### src/rtl/mips16_pkg.sv
// Shared definitions for the 16-bit pipeline: widths, opcodes, instruction
// field positions, the bubble word and the per-opcode control decode.
package mips16_pkg;

   localparam int DW  = 16;
   localparam int RAW = 3;

   localparam logic [3:0] OP_NOP  = 4'h0;
   localparam logic [3:0] OP_ALU  = 4'h1;
   localparam logic [3:0] OP_ADDI = 4'h2;
   localparam logic [3:0] OP_LW   = 4'h4;
   localparam logic [3:0] OP_SW   = 4'h5;
   localparam logic [3:0] OP_BEQZ = 4'h8;
   localparam logic [3:0] OP_BNEZ = 4'h9;

   localparam int OP_HI  = 15;
   localparam int OP_LO  = 12;
   localparam int RD_HI  = 11;
   localparam int RD_LO  = 9;
   localparam int RS_HI  = 8;
   localparam int RS_LO  = 6;
   localparam int RT_HI  = 5;
   localparam int RT_LO  = 3;
   localparam int IMM_HI = 5;
   localparam int IMM_LO = 0;
   localparam int FN_HI  = 2;
   localparam int FN_LO  = 0;

   localparam logic [DW-1:0] NOP_WORD = 16'h0000;

   // Control bits implied by an opcode alone.
   typedef struct packed {
      logic legal;
      logic uses_rs;
      logic uses_rt;
      logic reg_write;
      logic mem_read;
      logic mem_write;
      logic is_branch;
   } dec_t;

   // IF/ID pipeline register contents.
   typedef struct packed {
      logic          valid;
      logic [DW-1:0] instr;
      logic [DW-1:0] pc;
      logic [DW-1:0] rd1;
      logic [DW-1:0] rd2;
   } ifid_t;

   // ID/EX pipeline register contents.
   typedef struct packed {
      logic           valid;
      logic [DW-1:0]  pc;
      logic [3:0]     opcode;
      logic [2:0]     funct;
      logic [DW-1:0]  a;
      logic [DW-1:0]  b;
      logic [DW-1:0]  imm;
      logic [RAW-1:0] waddr;
      logic           reg_write;
      logic           mem_read;
      logic           mem_write;
   } idex_t;

   // Unknown opcodes fall through to the all-zero NOP decode.
   function automatic dec_t decode_op(input logic [3:0] op);
      dec_t d;
      d = '0;
      case (op)
         OP_NOP: d = '0;
         OP_ALU: begin
            d.legal     = 1'b1;
            d.uses_rs   = 1'b1;
            d.uses_rt   = 1'b1;
            d.reg_write = 1'b1;
         end
         OP_ADDI: begin
            d.legal     = 1'b1;
            d.uses_rs   = 1'b1;
            d.reg_write = 1'b1;
         end
         OP_LW: begin
            d.legal     = 1'b1;
            d.uses_rs   = 1'b1;
            d.reg_write = 1'b1;
            d.mem_read  = 1'b1;
         end
         OP_SW: begin
            d.legal     = 1'b1;
            d.uses_rs   = 1'b1;
            d.uses_rt   = 1'b1;
            d.mem_write = 1'b1;
         end
         OP_BEQZ, OP_BNEZ: begin
            d.legal     = 1'b1;
            d.uses_rs   = 1'b1;
            d.is_branch = 1'b1;
         end
         default: d = '0;
      endcase
      return d;
   endfunction

   function automatic logic [DW-1:0] sext6(input logic [5:0] imm);
      return {{(DW-6){imm[5]}}, imm};
   endfunction

endpackage

### src/rtl/id_stage_if.sv
// Bus between the decode stage and its neighbours: fetch-side inputs and
// controls, the EX/MEM destination report, and the ID/EX register outputs.
// master = surrounding pipeline, slave = id_stage.
interface id_stage_if;

   logic [mips16_pkg::DW-1:0]  if_instruction;
   logic [mips16_pkg::DW-1:0]  if_pc;
   logic [mips16_pkg::DW-1:0]  rf_rd1;
   logic [mips16_pkg::DW-1:0]  rf_rd2;
   logic                       exmem_reg_write;
   logic [mips16_pkg::RAW-1:0] exmem_waddr;
   logic                       mem_stall;

   logic                       pc_enable;
   logic                       branch_enable;
   logic [mips16_pkg::DW-1:0]  pc_branched;
   logic [5:0]                 imm_pc_offset;

   logic                       idex_valid;
   logic [mips16_pkg::DW-1:0]  idex_pc;
   logic [3:0]                 idex_opcode;
   logic [2:0]                 idex_funct;
   logic [mips16_pkg::DW-1:0]  idex_a;
   logic [mips16_pkg::DW-1:0]  idex_b;
   logic [mips16_pkg::DW-1:0]  idex_imm;
   logic [mips16_pkg::RAW-1:0] idex_waddr;
   logic                       idex_reg_write;
   logic                       idex_mem_read;
   logic                       idex_mem_write;

   modport master (
      output if_instruction, if_pc, rf_rd1, rf_rd2,
      output exmem_reg_write, exmem_waddr, mem_stall,
      input  pc_enable, branch_enable, pc_branched, imm_pc_offset,
      input  idex_valid, idex_pc, idex_opcode, idex_funct, idex_a, idex_b,
      input  idex_imm, idex_waddr, idex_reg_write, idex_mem_read, idex_mem_write
   );

   modport slave (
      input  if_instruction, if_pc, rf_rd1, rf_rd2,
      input  exmem_reg_write, exmem_waddr, mem_stall,
      output pc_enable, branch_enable, pc_branched, imm_pc_offset,
      output idex_valid, idex_pc, idex_opcode, idex_funct, idex_a, idex_b,
      output idex_imm, idex_waddr, idex_reg_write, idex_mem_read, idex_mem_write
   );

endinterface

### src/rtl/id_stage_hazard_unit.sv
// Read-after-write interlock for the instruction being fetched. The register
// file is write-through, so only writers still in IF/ID, ID/EX or EX/MEM can
// supply stale operands; once a writer leaves EX/MEM the stall drops.
module hazard_unit
   import mips16_pkg::*;
(
   input  logic [3:0]     if_opcode,
   input  logic [RAW-1:0] if_rs,
   input  logic [RAW-1:0] if_rt,
   input  logic           ifid_write,
   input  logic [RAW-1:0] ifid_waddr,
   input  logic           idex_write,
   input  logic [RAW-1:0] idex_waddr,
   input  logic           exmem_write,
   input  logic [RAW-1:0] exmem_waddr,
   output logic           stall
);

   dec_t if_dec;
   logic hit_ifid;
   logic hit_idex;
   logic hit_exmem;

   // Compare every source the fetched opcode actually reads against each writer.
   always_comb begin
      if_dec    = decode_op(if_opcode);
      hit_ifid  = ifid_write &&
                  ((if_dec.uses_rs && (if_rs == ifid_waddr)) ||
                   (if_dec.uses_rt && (if_rt == ifid_waddr)));
      hit_idex  = idex_write &&
                  ((if_dec.uses_rs && (if_rs == idex_waddr)) ||
                   (if_dec.uses_rt && (if_rt == idex_waddr)));
      hit_exmem = exmem_write &&
                  ((if_dec.uses_rs && (if_rs == exmem_waddr)) ||
                   (if_dec.uses_rt && (if_rt == exmem_waddr)));
      stall     = hit_ifid || hit_idex || hit_exmem;
   end

endmodule

### src/rtl/id_stage.sv
// Decode stage: owns IF/ID and ID/EX, resolves BEQZ/BNEZ in ID and stalls
// fetch on register hazards. Priority: reset, memory stall, taken branch,
// hazard stall, normal advance.
module id_stage
   import mips16_pkg::*;
(
   input  logic      clk,
   input  logic      rst,
   id_stage_if.slave bus
);

   ifid_t         ifid_q;
   ifid_t         ifid_d;
   idex_t         idex_q;
   idex_t         idex_d;

   dec_t          ifid_dec;
   logic [3:0]    ifid_op;
   logic          taken;
   logic [DW-1:0] target;
   logic          hz_stall;

   hazard_unit u_hazard (
      .if_opcode   (bus.if_instruction[OP_HI:OP_LO]),
      .if_rs       (bus.if_instruction[RS_HI:RS_LO]),
      .if_rt       (bus.if_instruction[RT_HI:RT_LO]),
      .ifid_write  (ifid_q.valid && ifid_dec.reg_write),
      .ifid_waddr  (ifid_q.instr[RD_HI:RD_LO]),
      .idex_write  (idex_q.reg_write),
      .idex_waddr  (idex_q.waddr),
      .exmem_write (bus.exmem_reg_write),
      .exmem_waddr (bus.exmem_waddr),
      .stall       (hz_stall)
   );

   // Decode the IF/ID instruction and resolve its branch from the latched rs data.
   always_comb begin
      ifid_op  = ifid_q.instr[OP_HI:OP_LO];
      ifid_dec = decode_op(ifid_op);
      taken    = ifid_q.valid && ifid_dec.is_branch &&
                 (((ifid_op == OP_BEQZ) && (ifid_q.rd1 == '0)) ||
                  ((ifid_op == OP_BNEZ) && (ifid_q.rd1 != '0)));
      target   = ifid_q.pc + 16'd1 + sext6(ifid_q.instr[IMM_HI:IMM_LO]);
   end

   // Fetch controls; a taken branch overrides a hazard because the fetched
   // instruction is squashed anyway.
   always_comb begin
      bus.pc_enable     = rst || (!bus.mem_stall && (taken || !hz_stall));
      bus.branch_enable = !rst && !bus.mem_stall && taken;
      bus.pc_branched   = bus.branch_enable ? target : '0;
      bus.imm_pc_offset = ifid_q.instr[IMM_HI:IMM_LO];
   end

   // Next-state for both pipeline registers; mem_stall freezes them.
   always_comb begin
      ifid_d = ifid_q;
      idex_d = idex_q;
      if (!bus.mem_stall) begin
         idex_d = '0;
         if (ifid_q.valid && ifid_dec.legal) begin
            idex_d.valid     = 1'b1;
            idex_d.pc        = ifid_q.pc;
            idex_d.opcode    = ifid_op;
            idex_d.funct     = ifid_q.instr[FN_HI:FN_LO];
            idex_d.a         = ifid_q.rd1;
            idex_d.b         = ifid_q.rd2;
            idex_d.imm       = sext6(ifid_q.instr[IMM_HI:IMM_LO]);
            idex_d.waddr     = ifid_q.instr[RD_HI:RD_LO];
            idex_d.reg_write = ifid_dec.reg_write;
            idex_d.mem_read  = ifid_dec.mem_read;
            idex_d.mem_write = ifid_dec.mem_write;
         end
         if (taken || hz_stall) begin
            ifid_d       = '0;
            ifid_d.instr = NOP_WORD;
         end else begin
            ifid_d.valid = 1'b1;
            ifid_d.instr = bus.if_instruction;
            ifid_d.pc    = bus.if_pc;
            ifid_d.rd1   = bus.rf_rd1;
            ifid_d.rd2   = bus.rf_rd2;
         end
      end
   end

   // Pipeline registers; reset leaves bubbles in both.
   always_ff @(posedge clk or posedge rst) begin
      if (rst) begin
         ifid_q <= '0;
         idex_q <= '0;
      end else begin
         ifid_q <= ifid_d;
         idex_q <= idex_d;
      end
   end

   // ID/EX register fields onto the bus.
   always_comb begin
      bus.idex_valid     = idex_q.valid;
      bus.idex_pc        = idex_q.pc;
      bus.idex_opcode    = idex_q.opcode;
      bus.idex_funct     = idex_q.funct;
      bus.idex_a         = idex_q.a;
      bus.idex_b         = idex_q.b;
      bus.idex_imm       = idex_q.imm;
      bus.idex_waddr     = idex_q.waddr;
      bus.idex_reg_write = idex_q.reg_write;
      bus.idex_mem_read  = idex_q.mem_read;
      bus.idex_mem_write = idex_q.mem_write;
   end

endmodule
### src/flat_wrapper.sv
// flat-port wrapper written by rule: the top's interface ports become plain ports
module id_stage_flat import mips16_pkg::*;
  (clk, rst, bus_if_instruction, bus_if_pc, bus_rf_rd1, bus_rf_rd2, bus_exmem_reg_write, bus_exmem_waddr, bus_mem_stall, bus_pc_enable, bus_branch_enable, bus_pc_branched, bus_imm_pc_offset, bus_idex_valid, bus_idex_pc, bus_idex_opcode, bus_idex_funct, bus_idex_a, bus_idex_b, bus_idex_imm, bus_idex_waddr, bus_idex_reg_write, bus_idex_mem_read, bus_idex_mem_write);
  id_stage_if bus_i ();
  input  logic clk;
  input  logic rst;
  input wire logic [$bits(bus_i.if_instruction)-1:0] bus_if_instruction;
  input wire logic [$bits(bus_i.if_pc)-1:0] bus_if_pc;
  input wire logic [$bits(bus_i.rf_rd1)-1:0] bus_rf_rd1;
  input wire logic [$bits(bus_i.rf_rd2)-1:0] bus_rf_rd2;
  input wire logic [$bits(bus_i.exmem_reg_write)-1:0] bus_exmem_reg_write;
  input wire logic [$bits(bus_i.exmem_waddr)-1:0] bus_exmem_waddr;
  input wire logic [$bits(bus_i.mem_stall)-1:0] bus_mem_stall;
  output wire logic [$bits(bus_i.pc_enable)-1:0] bus_pc_enable;
  output wire logic [$bits(bus_i.branch_enable)-1:0] bus_branch_enable;
  output wire logic [$bits(bus_i.pc_branched)-1:0] bus_pc_branched;
  output wire logic [$bits(bus_i.imm_pc_offset)-1:0] bus_imm_pc_offset;
  output wire logic [$bits(bus_i.idex_valid)-1:0] bus_idex_valid;
  output wire logic [$bits(bus_i.idex_pc)-1:0] bus_idex_pc;
  output wire logic [$bits(bus_i.idex_opcode)-1:0] bus_idex_opcode;
  output wire logic [$bits(bus_i.idex_funct)-1:0] bus_idex_funct;
  output wire logic [$bits(bus_i.idex_a)-1:0] bus_idex_a;
  output wire logic [$bits(bus_i.idex_b)-1:0] bus_idex_b;
  output wire logic [$bits(bus_i.idex_imm)-1:0] bus_idex_imm;
  output wire logic [$bits(bus_i.idex_waddr)-1:0] bus_idex_waddr;
  output wire logic [$bits(bus_i.idex_reg_write)-1:0] bus_idex_reg_write;
  output wire logic [$bits(bus_i.idex_mem_read)-1:0] bus_idex_mem_read;
  output wire logic [$bits(bus_i.idex_mem_write)-1:0] bus_idex_mem_write;
  assign bus_i.if_instruction = bus_if_instruction;
  assign bus_i.if_pc = bus_if_pc;
  assign bus_i.rf_rd1 = bus_rf_rd1;
  assign bus_i.rf_rd2 = bus_rf_rd2;
  assign bus_i.exmem_reg_write = bus_exmem_reg_write;
  assign bus_i.exmem_waddr = bus_exmem_waddr;
  assign bus_i.mem_stall = bus_mem_stall;
  assign bus_pc_enable = bus_i.pc_enable;
  assign bus_branch_enable = bus_i.branch_enable;
  assign bus_pc_branched = bus_i.pc_branched;
  assign bus_imm_pc_offset = bus_i.imm_pc_offset;
  assign bus_idex_valid = bus_i.idex_valid;
  assign bus_idex_pc = bus_i.idex_pc;
  assign bus_idex_opcode = bus_i.idex_opcode;
  assign bus_idex_funct = bus_i.idex_funct;
  assign bus_idex_a = bus_i.idex_a;
  assign bus_idex_b = bus_i.idex_b;
  assign bus_idex_imm = bus_i.idex_imm;
  assign bus_idex_waddr = bus_i.idex_waddr;
  assign bus_idex_reg_write = bus_i.idex_reg_write;
  assign bus_idex_mem_read = bus_i.idex_mem_read;
  assign bus_idex_mem_write = bus_i.idex_mem_write;
  id_stage u_core (.clk(clk), .rst(rst), .bus(bus_i));
endmodule
### config.mk
export PLATFORM = sky130hd
export DESIGN_NAME = id_stage_flat
export DESIGN_NICKNAME = d
export VERILOG_FILES = /design/src/rtl/mips16_pkg.sv /design/src/rtl/id_stage_if.sv /design/src/rtl/id_stage_hazard_unit.sv /design/src/rtl/id_stage.sv /design/src/flat_wrapper.sv
export SDC_FILE = /design/constraint.sdc
export NUM_CORES = 1
export LEC_CHECK = 0
export CELL_PAD_IN_SITES_DETAIL_PLACEMENT = 1
export CELL_PAD_IN_SITES_GLOBAL_PLACEMENT = 1
export CORE_MARGIN = 5
export CORE_UTILIZATION = 40
export DETAILED_ROUTE_END_ITERATION = 6
export MAX_ROUTING_LAYER = met4
export PLACE_DENSITY = 0.82
export SLEW_MARGIN = 10
export SYNTH_ARGS = -nofsm -noshare
export SYNTH_HDL_FRONTEND = slang
export SYNTH_HIERARCHICAL = 1
export SYNTH_SLANG_ARGS = --single-unit
### constraint.sdc
create_clock -name clk -period 12.3 [get_ports clk]
set_input_delay 3.69 -clock clk [delete_from_list [all_inputs] [get_ports clk]]
set_output_delay 3.69 -clock clk [all_outputs]
set_load 0.01 [all_outputs]
==> results of run 1 <==
worst max-delay path by stage:
stage / start / to
2_1_floorplan: bus_mem_stall / bus_pc_branched[14]
6_report: rst / bus_pc_branched[14]
3_5_place_dp: rst / bus_pc_branched[14]
4_1_cts: rst / bus_pc_branched[14]
5_1_grt: bus_mem_stall / bus_pc_branched[14]
3_3_place_gp: rst / bus_pc_branched[3]
synth_stat cells (all sizes together), types with 2 or more instances:
library cell / number
nand2: 12
buf: 30
a211oi: 3
xor2: 7
a21oi: 15
nand3: 4
o21bai: 4
nor4: 4
o21a: 2
o21ai: 15
or3: 3
nor2: 22
nor3b: 5
clkbuf: 21
a21o: 5
xnor2: 25
nor3: 7
inv: 11
nand4: 8
dfrtp: 127
nor2b: 3
ha: 16
a22o: 123
metal layers:
metal	up-vias	GRT usage, %
li1	2081	-
met1	2312	25.7
met2	132	35.3
met3	17	5.44
met4	0	6.29
met5	-	-
area by class of cell:
| cell class | count | area, um^2 | share of cell area (%) |
|---|---|---|---|
| inverter | 11 | 43.8 | 0.545 |
| timing repair buffer | 176 | 1750 | 21.8 |
| multi-input combinational | 296 | 2290 | 28.5 |
| tap | 184 | 230 | 2.86 |
| clock buffer | 17 | 425 | 5.29 |
| clock inverter | 14 | 119 | 1.48 |
| sequential | 127 | 3180 | 39.5 |
power by group through the flow:
| stage | Combinational (mW) | Sequential [mW] | Clock [mW] |
|---|---|---|---|
| 2_1_floorplan | 0.167 | 0.518 | 0 |
| 3_3_place_gp | 0.288 | 0.518 | 0 |
| 3_5_place_dp | 0.297 | 0.522 | 0 |
| 4_1_cts | 0.301 | 0.517 | 0.474 |
| 5_1_grt | 0.321 | 0.523 | 0.492 |
| 6_report | 0.298 | 0.516 | 0.465 |
registers in the layout, summed over array words and instances, names as in the netlist:
signal and flops:
u_core/bus.idex_reg_write 1, u_core/bus.idex_a 16, u_core/bus.idex_mem_read 1, u_core/bus.idex_valid 1, u_core/bus.idex_b 16, u_core/bus.idex_imm 4, u_core/bus.idex_opcode 4, u_core/bus.idex_mem_write 1
u_core/bus.idex_waddr 3, u_core/bus.imm_pc_offset 6, u_core/bus.idex_funct 2, u_core/ifid_op 4, u_core/bus.idex_pc 16, u_core/ifid_q 52
through the flow:
step	instances	util, %	worst slack [ps]	power [mW]
finish	825	56.0	2800	1.28
global route	825	56.0	2680	1.34
CTS	825	56.0	2760	1.29
detailed placement	794	52.2	2760	0.819
global placement	794	52.2	2910	0.806
floorplan	485	-	4020	0.685
layout by cell type, fill, tap and decap left out, drive strengths merged, types with 2 or more instances in the layout:
master           n
nor2b            3
a211oi           3
clkinv           9
buf              5
nor3             7
nand3            4
clkdlybuf4s50  171
dfrtp          127
a21o             5
clkinvlp         2
nand2           12
nor3b            5
clkbuf          17
o21ai           15
or3              3
nor2            22
inv             13
a22o           123
ha              16
xor2             7
o21bai           4
xnor2           25
o21a             2
nand4            8
nor4             4
a21oi           15
worst max-delay path, stage by stage:
cell	delay (ps)
sky130_fd_sc_hd__clkdlybuf4s50_1	470
sky130_fd_sc_hd__or3_1	700
sky130_fd_sc_hd__nor3b_1	350
sky130_fd_sc_hd__clkdlybuf4s50_1	590
kinds of logic after synthesis:
logic type,after synthesis
AO/OA/AOI/OAI,173
flip-flops,127
AND/OR/NAND/NOR,73
buffers and inverters,62
XOR/XNOR,32
adder cells (fa/ha/maj),17
multiplexers,1
==> flow_summary.ini, run 1 <==
[floorplanning]
row_count = 44
design.die.area_um2 = 17000
pin_count = 173
floorplan.die.width_um = 130
die_h_um = 130
initial_utilization_pct = 40.3
core_region_area_um2 = 14400

[worst_hold_path]
worst_hold_path.endpoint = u_core/bus.idex_b[12]
worstHoldStart = u_core/ifid_q[12]
hold_path_class = reg2reg
worst_hold_depth = 1

[placed_design]
detailedPlacementHpwl_um = 12100
post_place_cell_area_um2 = 7500
count_of_buffers_inserted_at_the_top_level_ports = 172
place.gp.congestion = 0.790

[power_and_ir_drop]
share_seq_of_total_power_pct = 40.4
vdd.ir_drop.worst_v = 0.0000960
clkPwrFrac_pct = 36.3
p_sw_uw = 378
power_report.internal_total_uw = 901
power_density_nw_per_um2 = 159
p_sw_share_pct = 29.6
combinationalPowerShare_pct = 23.3
static-leakage-power_nw = 3.54

[synth]
share_of_cell_area_taken_by_muxes_after_synthesis_pct = 0.194
syn-num-nets = 573
netlist_instances = 485
ys_top_cells_by_area = sky130_fd_sc_hd__dfrtp_1 55%, sky130_fd_sc_hd__a22o_1 18%, sky130_fd_sc_hd__xnor2_1 3.8%, sky130_fd_sc_hd__ha_1 3.5%, sky130_fd_sc_hd__buf_4 2.5%
mapped_avg_cell_area_um2 = 11.9
synth_warnings = 6
synth_seq_cells = 127
post_synthesis_cell_type_count = 45
async_sr_flop_fraction_pct = 100
yosysTopAreaCellShare_pct = 54.8
seq_area_frac_synth_pct = 54.8
synthesis.area_um2 = 5790
synth-edff-count = 0
yosys.area_share.xor_xnor_pct = 4.84
area_fraction_in_compound_gates_after_synthesis_pct = 24.0
synth_fa_ha_area_share_pct = 3.80
synth-simple-area-share_pct = 6.54
yosys.area.top_type = sky130_fd_sc_hd__dfrtp_1
dominant_combinational_cell_family_by_area_after_synthesis = compound AO/OA/AOI/OAI gates
ys.flop_type = sky130_fd_sc_hd__dfrtp_1

[detailed_routing]
route.detailed.drc = 0
routed_length_on_met1_um = 7330
drt_pass1_iterations = 4
met2_routed_wirelength_um = 8720
routed_wl_um = 17300
avgViaCountPerCell = 5.51
wl_per_cell_um = 21.0
top_signal_layer_used = met4
ant_nets = 0
drtIter0Drc = 221
detailroute.via_count = 4542
wl_met3_um = 1050

[global_routing]
residual_overflow_from_global_routing = 0
number_of_global_route_vias_before_repair = 4977
grt_first_pass_wirelength_um = 27100
initial_antenna_violation_count = 0
global_router_s_overall_resource_usage_pct = 21.3
grt_start_max_net_pins = 93

[finish]
layout.nets = 717
antenna_cells_inserted = 0
post_route_cells_drive_above_1_share_pct = 7.02
final_design_area_no_fill_um2 = 8040
fill_cells = 1462
area.growth.synth_to_final_pct = 38.8

[sta]
relative_slew_margins_pct = 39.7
fin_crit_sh_pct = 77.3
post-route-min-period_ps = 9500
clock_skew_ps = 7.84
grt_setup_unrepaired = no
finalSetupTns_ps = 0
clock.fmax_mhz = 105
setup_viol_count_final = 0
final_max_slew_viol_count = 0
hold_viol_final = 0
measured_slew_at_the_worst_slew_check_pin_ps = 905
fin_worst_hold_slack_ps = 495

[clock_network]
root_buffer = sky130_fd_sc_hd__clkbuf_16
cts_tree = yes
clk_transition_reported_paths_ps = 60
cts_num_sinks = 127
cts-hold-fix-buffers = 0
number_of_cts_inserted_buffers = 17
insertion_delay_ps = 420
ctsResizeCount = 0
htree_levels = 4
cts_max_path_buffers = 2
post_cts_buffers = 0

[critical_path]
reg2reg_to = u_core/ifid_q[19]
path_class = in2out
arrival_ps = 5810
crit_path_end_kind = output pin
r2r.worst_path.cells = 11
crit_path_start_kind = input port
required_ps = 8610
largest_driver_fanout_on_the_critical_path = 17
timing.rr.start = u_core/ifid_op[1]
reg2reg_setup_slack_ps = 9540

[run_status]
status = finished clean

[flow_run]
drv.max_cap_violation_count = 0
Note: power is estimated with default switching activity, not from simulation.
==> inputs of run 2 (changes only) <==
--- a/config.mk
+++ b/config.mk
@@ -8,10 +8,10 @@
 export CELL_PAD_IN_SITES_DETAIL_PLACEMENT = 1
 export CELL_PAD_IN_SITES_GLOBAL_PLACEMENT = 1
 export CORE_MARGIN = 5
-export CORE_UTILIZATION = 40
+export CORE_UTILIZATION = 33
 export DETAILED_ROUTE_END_ITERATION = 6
 export MAX_ROUTING_LAYER = met4
-export PLACE_DENSITY = 0.82
+export PLACE_DENSITY = 0.72
 export SLEW_MARGIN = 10
 export SYNTH_ARGS = -nofsm -noshare
 export SYNTH_HDL_FRONTEND = slang
==> constraint.sdc (replaced) <==
create_clock -name clk -period 8 [get_ports clk]
set_input_delay 2.4 -clock clk [delete_from_list [all_inputs] [get_ports clk]]
set_output_delay 2.4 -clock clk [all_outputs]
set_load 0.01 [all_outputs]
==> run 2 against run 1 <==
Sequential power rose by 53%; power rose by 60%; core utilization fell by 8.6 points; critical path type unchanged.
==> flow_summary.ini, run 2 (synthesized netlist as in run 1, its figures left out) <==
[run_status]
status = finished clean

[sta]
setup_viol_count_final = 0
post-route-min-period_ps = 6910
final_max_slew_viol_count = 0
timing.final.ws_setup_ps = 1090
clock_skew_ps = 7.26
fin_worst_hold_slack_ps = 494
clock.fmax_mhz = 145
fin_crit_sh_pct = 86.4
relative_slew_margins_pct = 35.9
measured_slew_at_the_worst_slew_check_pin_ps = 962
finalSetupTns_ps = 0
hold_viol_final = 0
grt_setup_unrepaired = no

[floorplanning]
die_h_um = 143
floorplan.die.width_um = 143
design.die.area_um2 = 20300
initial_utilization_pct = 33.6
pin_count = 173
row_count = 48
core_region_area_um2 = 17200

[global_routing]
residual_overflow_from_global_routing = 0
global_router_s_overall_resource_usage_pct = 17.7
initial_antenna_violation_count = 0
grt_first_pass_wirelength_um = 27800
number_of_global_route_vias_before_repair = 5030
grt_start_max_net_pins = 92

[critical_path]
cells_along_the_critical_path = clkdlybuf4s50_1 -> or3_1 -> a211oi_1 -> clkdlybuf4s50_1
path_class = in2out
crit_path_end_kind = output pin
crit_path_start_kind = input port
required_ps = 5600
timing.critical_path.slowest_cell_delay_ps = 720
arrival_ps = 4510
largest_driver_fanout_on_the_critical_path = 17
critical_path.most_common_cell = sky130_fd_sc_hd__clkdlybuf4s50_1
critical_path.slowest_cell = sky130_fd_sc_hd__or3_1

[power_and_ir_drop]
p_sw_uw = 584
power_density_nw_per_um2 = 250
combinationalPowerShare_pct = 22.5
p_sw_share_pct = 28.6
vdd.ir_drop.worst_v = 0.000145
share_seq_of_total_power_pct = 38.8
power_report.internal_total_mw = 1.46
clkPwrFrac_pct = 38.7
static-leakage-power_nw = 3.57
post-layout-total-power_mw = 2.04

[flow_run]
drv.max_cap_violation_count = 0

[finish]
layoutNonFillerInstCount = 867
registers.top_by_ff_count = u_core/ifid_q
final_util_pct = 47.3
fill_cells = 1803
final_design_area_no_fill_um2 = 8160
largest_reg_flops = 52
post_route_cells_drive_above_1_share_pct = 7.17
sequential_cell_area_um2 = 3180
area.growth.synth_to_final_pct = 40.8
layout.cells.most_common_list = 171 x sky130_fd_sc_hd__clkdlybuf4s50_1, 127 x sky130_fd_sc_hd__dfrtp_1, 121 x sky130_fd_sc_hd__a22o_1
antenna_cells_inserted = 0
area_of_combinational_cells_with_multiple_inputs_um2 = 2290
layout.cells.most_common = sky130_fd_sc_hd__clkdlybuf4s50_1
layout.nets = 717

[clock_network]
post_cts_buffers = 0
cts-hold-fix-buffers = 0
ctsResizeCount = 0
cts_max_path_buffers = 2
htree_levels = 4
cts_num_sinks = 127
number_of_cts_inserted_buffers = 17
clk_transition_reported_paths_ps = 60
insertion_delay_ps = 410
root_buffer = sky130_fd_sc_hd__clkbuf_16
cts_tree = yes

[detailed_routing]
routed_wl_um = 17300
avgViaCountPerCell = 5.28
detailroute.via_count = 4578
ant_nets = 0
drtIter0Drc = 205
wl_per_cell_um = 20.0
route.detailed.drc = 0
drt_pass1_iterations = 4

[worst_hold_path]
hold_path_class = reg2reg

[placed_design]
detailedPlacementHpwl_um = 12200
preCtsSetupSlack_ps = 1050
place.gp.congestion = 0.771
placedCellCount = 835
post_place_cell_area_um2 = 7550
count_of_buffers_inserted_at_the_top_level_ports = 172
run 2: cell count changes in the layout (fill, tap and decap cells not counted), sizes merged:
cell,before,now
inv,13,14
clkbuf,17,21
bufinv,1,2
clkinv,9,4
run 2: per-layer routing:
metal / wire length [um] / GRT usage [%] / vias to the layer above
met4: 218 / 5.05 / 0
met3: 979 / 4.67 / 14
met2: 8550 / 28.7 / 129
li1: - / - / 2088
met5: 0 / - / -
met1: 7590 / 21.9 / 2347
run 2: power by group through the flow:
stage	clock network, mW	logic (mW)	registers (mW)
final	0.789	0.459	0.791
after global routing	0.840	0.497	0.803
after CTS	0.808	0.464	0.793
after detailed placement	0	0.459	0.803
after global placement	0	0.448	0.798
after floorplan	0	0.257	0.796
run 2: worst max-delay path: cells and delay by family:
family                 cells  cell delay [ps]
AOI/OAI and AO/OA          1              300
buffers and inverters      2             1090
and+or+nand+nor            1              720
run 2: layout make-up:
class | instances | share of cell area (%)
Sequential cell | 127 | 39.0
Multi-Input combinational cell | 296 | 28.1
Timing Repair Buffer | 176 | 21.4
Clock buffer | 21 | 5.89
Tap cell | 225 | 3.45
Clock inverter | 11 | 1.58
Inverter | 11 | 0.567
run 2: final timing paths:
| path | startpoint | slack [ps] | endpoint | cells past startpoint |
|---|---|---|---|---|
| min in group asynchronous | rst | 2490 | u_core/ifid_op[0] | 2 |
| worst min register to register | u_core/bus.idex_valid | 490 | u_core/bus.idex_valid | 1 |
| worst min-delay path | u_core/bus.idex_valid | 490 | u_core/bus.idex_valid | 1 |
| worst max-delay path | rst | 1090 | bus_pc_branched[3] | 4 |
| max in group asynchronous | rst | 4210 | u_core/bus.idex_b[7] | 3 |
| worst max register to register | u_core/ifid_op[1] | 5040 | u_core/ifid_q[20] | 11 |
